<file path="src/rtl/prng_stream_ctrl.sv">
`default_nettype none
// ============================================================================
// Module      : prng_stream_ctrl
// Description : Burst controller that steps an upstream LFSR pair, combines
//               the two bytes (XOR or modulo-256 add) and queues the result
//               in a small registered-head FIFO for downstream draining.
//               Optional build macro PRNG_CHECKSUM_EN adds a per-burst XOR
//               checksum output.
// Revision    : 1.0 - initial release
// ============================================================================
module prng_stream_ctrl #(
  parameter int FIFO_DEPTH = 4,
  parameter int COMBINE    = 0
) (
  input  logic       clk,
  input  logic       rst,
  input  logic       go,
  input  logic [7:0] burst_len,
  output logic       lfsr_start,
  input  logic       lfsr_ready,
  input  logic [7:0] lfsr1_in,
  input  logic [7:0] lfsr2_in,
  output logic [7:0] out_data,
  output logic       out_valid,
  input  logic       out_ready,
  output logic       busy,
  output logic       done,
`ifdef PRNG_CHECKSUM_EN
  output logic [7:0] checksum,
`endif
  output logic [7:0] count
);

  localparam int AW = $clog2(FIFO_DEPTH);

  localparam logic [1:0] S_IDLE = 2'd0;
  localparam logic [1:0] S_REQ  = 2'd1;
  localparam logic [1:0] S_CAPT = 2'd2;
  localparam logic [1:0] S_DONE = 2'd3;

  logic [1:0]    r_state;
  logic [7:0]    r_len;
  logic [7:0]    r_count;
  logic [7:0]    r_mem [FIFO_DEPTH];
  logic [AW:0]   r_wr_ptr;
  logic [AW:0]   r_rd_ptr;
  logic [7:0]    r_out_data;

  logic [7:0]    w_byte;
  logic [7:0]    w_count_inc;
  logic          w_full;
  logic          w_empty;
  logic          w_push;
  logic          w_pop;
  logic [AW:0]   w_occ;
  logic [AW-1:0] w_rd_next;
  logic          w_head_new;

  // Byte combine function selected at elaboration time
  generate
    if (COMBINE == 1) begin : g_add
      assign w_byte = lfsr1_in + lfsr2_in;
    end else begin : g_xor
      assign w_byte = lfsr1_in ^ lfsr2_in;
    end
  endgenerate

  // Wrap bit distinguishes full from empty when the index bits match
  assign w_occ       = r_wr_ptr - r_rd_ptr;
  assign w_empty     = (r_wr_ptr == r_rd_ptr);
  assign w_full      = (r_wr_ptr[AW] != r_rd_ptr[AW]) &&
                       (r_wr_ptr[AW-1:0] == r_rd_ptr[AW-1:0]);
  assign w_push      = (r_state == S_CAPT) && lfsr_ready;
  assign w_pop       = !w_empty && out_ready;
  assign w_rd_next   = r_rd_ptr[AW-1:0] + AW'(w_pop);
  // The pushed byte becomes the head when nothing older survives this cycle
  assign w_head_new  = w_push && (w_occ == (AW+1)'(w_pop));
  assign w_count_inc = r_count + 8'd1;

  assign lfsr_start = (r_state == S_REQ) && !w_full;
  assign busy       = (r_state != S_IDLE);
  assign done       = (r_state == S_DONE);
  assign count      = r_count;
  assign out_valid  = !w_empty;
  assign out_data   = r_out_data;

  // Burst sequencing: request, wait for capture, finish on length match
  always_ff @(posedge clk) begin
    if (rst) begin
      r_state <= S_IDLE;
      r_len   <= 8'd0;
      r_count <= 8'd0;
    end else begin
      case (r_state)
        S_IDLE: begin
          if (go) begin
            r_len   <= burst_len;
            r_count <= 8'd0;
            r_state <= S_REQ;
          end
        end
        S_REQ: begin
          if (!w_full) begin
            r_state <= S_CAPT;
          end
        end
        S_CAPT: begin
          if (lfsr_ready) begin
            r_count <= w_count_inc;
            // A length of 0 matches when the 8-bit count wraps after 256
            if (w_count_inc == r_len) begin
              r_state <= S_DONE;
            end else begin
              r_state <= S_REQ;
            end
          end
        end
        default: begin
          r_state <= S_IDLE;
        end
      endcase
    end
  end

  // Storage array; contents are don't-care while the pointers say empty
  always_ff @(posedge clk) begin
    if (w_push) begin
      r_mem[r_wr_ptr[AW-1:0]] <= w_byte;
    end
  end

  // Pointer update; reset flushes the queue
  always_ff @(posedge clk) begin
    if (rst) begin
      r_wr_ptr <= '0;
      r_rd_ptr <= '0;
    end else begin
      r_wr_ptr <= r_wr_ptr + (AW+1)'(w_push);
      r_rd_ptr <= r_rd_ptr + (AW+1)'(w_pop);
    end
  end

  // Registered head byte, tracking whichever entry will be at the front
  always_ff @(posedge clk) begin
    if (rst) begin
      r_out_data <= 8'd0;
    end else if (w_head_new) begin
      r_out_data <= w_byte;
    end else if (w_pop) begin
      r_out_data <= r_mem[w_rd_next];
    end
  end

`ifdef PRNG_CHECKSUM_EN
  logic [7:0] r_checksum;

  // Running XOR of bytes pushed in the current burst
  always_ff @(posedge clk) begin
    if (rst) begin
      r_checksum <= 8'd0;
    end else if ((r_state == S_IDLE) && go) begin
      r_checksum <= 8'd0;
    end else if (w_push) begin
      r_checksum <= r_checksum ^ w_byte;
    end
  end

  assign checksum = r_checksum;
`endif

endmodule
`default_nettype wire

</file>
<file path="config.mk">
export PLATFORM = sky130hd
export DESIGN_NAME = prng_stream_ctrl
export DESIGN_NICKNAME = d
export VERILOG_FILES = /design/src/rtl/prng_stream_ctrl.sv
export SDC_FILE = /design/constraint.sdc
export NUM_CORES = 1
export LEC_CHECK = 0
export ABC_AREA = 1
export BUFFER_PORTS_ARGS = -buffer_cell sky130_fd_sc_hd__buf_2
export CELL_PAD_IN_SITES_DETAIL_PLACEMENT = 2
export CELL_PAD_IN_SITES_GLOBAL_PLACEMENT = 2
export CORE_MARGIN = 1.5
export CORE_UTILIZATION = 34
export DETAILED_ROUTE_END_ITERATION = 7
export PLACE_DENSITY = 0.88
export SYNTH_ARGS = -nofsm -noshare
export SYNTH_HDL_FRONTEND = slang
export SYNTH_SLANG_ARGS = --single-unit
</file>
<file path="constraint.sdc">
create_clock -name clk -period 2.8 [get_ports clk]
set_clock_uncertainty 0.15 [all_clocks]
set_input_delay 0.56 -clock clk [delete_from_list [all_inputs] [get_ports clk]]
set_output_delay 0.56 -clock clk [all_outputs]
set_load 0.05 [all_outputs]
</file>
==> results by group <==
Logic synthesis
  • Cells after Synth: approximately 360
  • Distinct cells, synth: 32
  • Commonest cells in the netlist: nand2_1, nor2_1, inv_1, dfxtp_1, edfxtp_1
  • Yosys reg bits: 64
  • Cell taking the most area after synthesis: edfxtp_1
  • Yosys Warn Count: 0
  • Ys flop type: edfxtp_1
  • Register area share after synthesis: 0.514
  • Post-synth EDFFs: 32
  • Total nets after synthesis: a little under 400
  • Top-area cell type share of the netlist area: 0.308
  • Synth area leaders: edfxtp_1, dfxtp_1, nand2_1
  • Syn Area/Cell: 8.78 µm²
  • Mapped Area: between 0.003 and 0.004 mm²
  • Async set-reset flop share out of synthesis: 0
  • Most frequent cell after synthesis: nand2_1

Setup path
  • Worst setup path class: flip-flop to flip-flop
  • Worst-path fanout max: 16
  • CP cell instances: inv_1 -> ha_4 -> nand4_4 -> nand2_4 -> inv_2 -> ha_2 -> buf_6 -> o21ai_0 -> o22ai_1 -> nand2_1 -> nand2_1 -> nand2_1 -> a21oi_2
  • CP startpoint: r_rd_ptr[1]
  • CP most frequent cell: nand2_1
  • CP max-delay cell: ha_2
  • Crit. End Element: flip-flop
  • CP peak stage delay: roughly 0.4 ns
  • Worst r2r src: r_rd_ptr[1]
  • Startpoint Class: flip-flop
  • Crit path required time: 2.93 ns
  • Worst Path Arrival: slightly below 3 ns

Drt
  • Via Count: between 2000 and 3000
  • Wire length per cell: 22.5 µm
  • Drt drc: 4
  • Post-Route WL: 11900 µm
  • DRT iter0 DRCs: between 150 and 200
  • Antenna viol nets, final: 0
  • Via-per-instance ratio: between 5 and 6
  • First-pass DRT Iterations: 8

Place
  • Place WS: -0.0935 ns
  • Final GP Congestion: a little over 0.8
  • DP Area: between 0.003 and 0.004 mm²
  • Port Buffers: 48
  • Post-DP HPWL: 7840 µm

Floorplanning
  • Die Span Y: a little under 100 µm
  • Initial core utilization: 0.354
  • Core ar.: between 0.008 and 0.009 mm²
  • IO Count: slightly below 50
  • Die Area: between 0.009 and 0.01 mm²
  • Site Rows: 34
  • Die width: roughly 100 µm

CTS
  • # hold bufs at CTS: 0
  • Clock Sinks: 64
  • CTS tree: yes
  • Cts bufs inserted: 9
  • CTS HTree Levels: 3
  • Clk slew on worst S/H paths: 0.09 ns
  • Clock Latency Late Sink: 0.36 ns
  • Maximum clock path buffer count: 2
  • Root Driver: clkbuf_8

STA
  • Final Hold Fails: 0
  • F_max: roughly 360 MHz
  • Slew @ Worst Pin: around 0.56 ns
  • Max-slew violations: 0
  • Fin crit period: between 2 and 3 ns
  • Worst rel slew slack: 0.627
  • Setup TNS: 0 ns
  • Final setup margin: ~0.023 ns
  • Setup-failing EPs final: 0
  • Fin crit share: 0.992
  • Fin Hold WS: 0.314 ns

Pwr
  • Worst vdd ir: roughly 0.00028 V
  • Lkg Pwr: 1.55 nW
  • Total power: approximately 2.6 mW
  • Pwr dens: ~660 mW/mm²

GRT
  • Gr busiest metal: met2
  • First-pass GRT wire length: 18900 µm
  • M1 GR Usage: 0.316
  • Initial antenna violation count: 0
  • Grt met3 use: 0.0504
  • M2 GR Usage: 0.463
  • Largest net degree at the start of global routing: 18
  • All-Layer GR Usage: 0.261
  • GRT overflow: 0
  • Vias in the first global route: between 3000 and 4000

Status
  • Status: finished with violations
  • Failing checks: design-rule violations

Finish
  • Area growth, synth to finish: 24.6%
  • Final instance area: slightly below 0.004 mm²
  • Share of cells above drive strength 1: 0.248
  • Ant diodes: 0
  • Post-layout nets: ~460
  • Filler instances: 971

Hold path
  • Hold Crit Class: input port to flip-flop
  • Hold path start: burst_len[3]

Job
  • Max cap viols: 0
sequential cells by signal (all words and copies together), names as in the netlist:
register	cells
count	8
r_rd_ptr	3
r_wr_ptr	3
r_len	8
r_state	2
out_data	8
r_mem	32
final timing paths:
kind	to	slack, ns	depth (start not counted)
hold reg to reg	r_len[5]	0.33	2
setup / recovery	out_data[4]	0.02	13
hold / removal	r_len[3]	0.31	3
setup reg to reg	out_data[4]	0.02	13
final cells by class:
type | count | area [µm²] | share of cell area
Sequential cell | 64 | 1610 | 0.414
Multi-Input combinational cell | 245 | 1390 | 0.359
Timing Repair Buffer | 61 | 358 | 0.0922
Inverter | 38 | 146 | 0.0377
Tap cell | 108 | 135 | 0.0348
Clock buffer | 9 | 124 | 0.0319
Clock inverter | 7 | 120 | 0.0309
metal layers:
metal	share of wire	wire, µm
met5	0	0
met4	0.019	230
met3	0.050	592
met2	0.51	6120
met1	0.42	5000
per-stage QoR:
stage / cells / util
after detailed placement: 515 / 0.404
after global placement: 515 / 0.404
after floorplan: 355 / -
final: 532 / 0.441
after global routing: 532 / 0.441
after CTS: 531 / 0.434
cells by family (layout without fill, tap and decap cells):
logic type / Yosys count / in the layout / share of synthesized area
adders and majority gates: 8 / 8 / 0.0345
buffers and inverters: 46 / 115 / 0.0594
AOI/OAI and AO/OA: 62 / 62 / 0.109
xor gates and xnor gates: 11 / 11 / 0.0309
and+or+nand+nor: 164 / 164 / 0.252
DFF: 64 / 64 / 0.514
layout by cell type, fill, tap and decap left out, drive strengths merged:
master and instances:
nand2 68, buf 61, nor2 45, inv 37, nand3 33, edfxtp 32, dfxtp 32, o21ai 26
a21oi 24, nand3b 9, clkbuf 9, xor2 8, o22ai 8, ha 7, nor3 5, clkinv 4
xnor2 3, bufinv 3, nand4 2, a311oi 1, a211oi 1, clkinvlp 1, o21a 1, nor3b 1
o21bai 1, or2 1, fa 1
where the power goes:
group | internal (mW) | switching, mW
logic | 0.154 | 0.350
registers | 1.03 | 0.0303
clock network | 0.593 | 0.403
total | 1.78 | 0.784
timing repair:
| item | CTS | global route |
|---|---|---|
| pin swaps | 0 | 2 |
| buffers inserted | 0 | 1 |
| gates resized for setup | 5 | 9 |
| cloned | 0 | 0 |
| endpoints found under the setup margin | 7 | 8 |
worst max-delay path: cells and delay by family (launching register included):
kind | cells | cell delay (ns)
fa+ha+maj | 2 | 0.72
flops | 1 | 0.39
buf+inv | 3 | 0.39
compound gates | 3 | 0.53
simple gates | 5 | 0.51
Note: power is estimated with default switching activity, not from simulation.
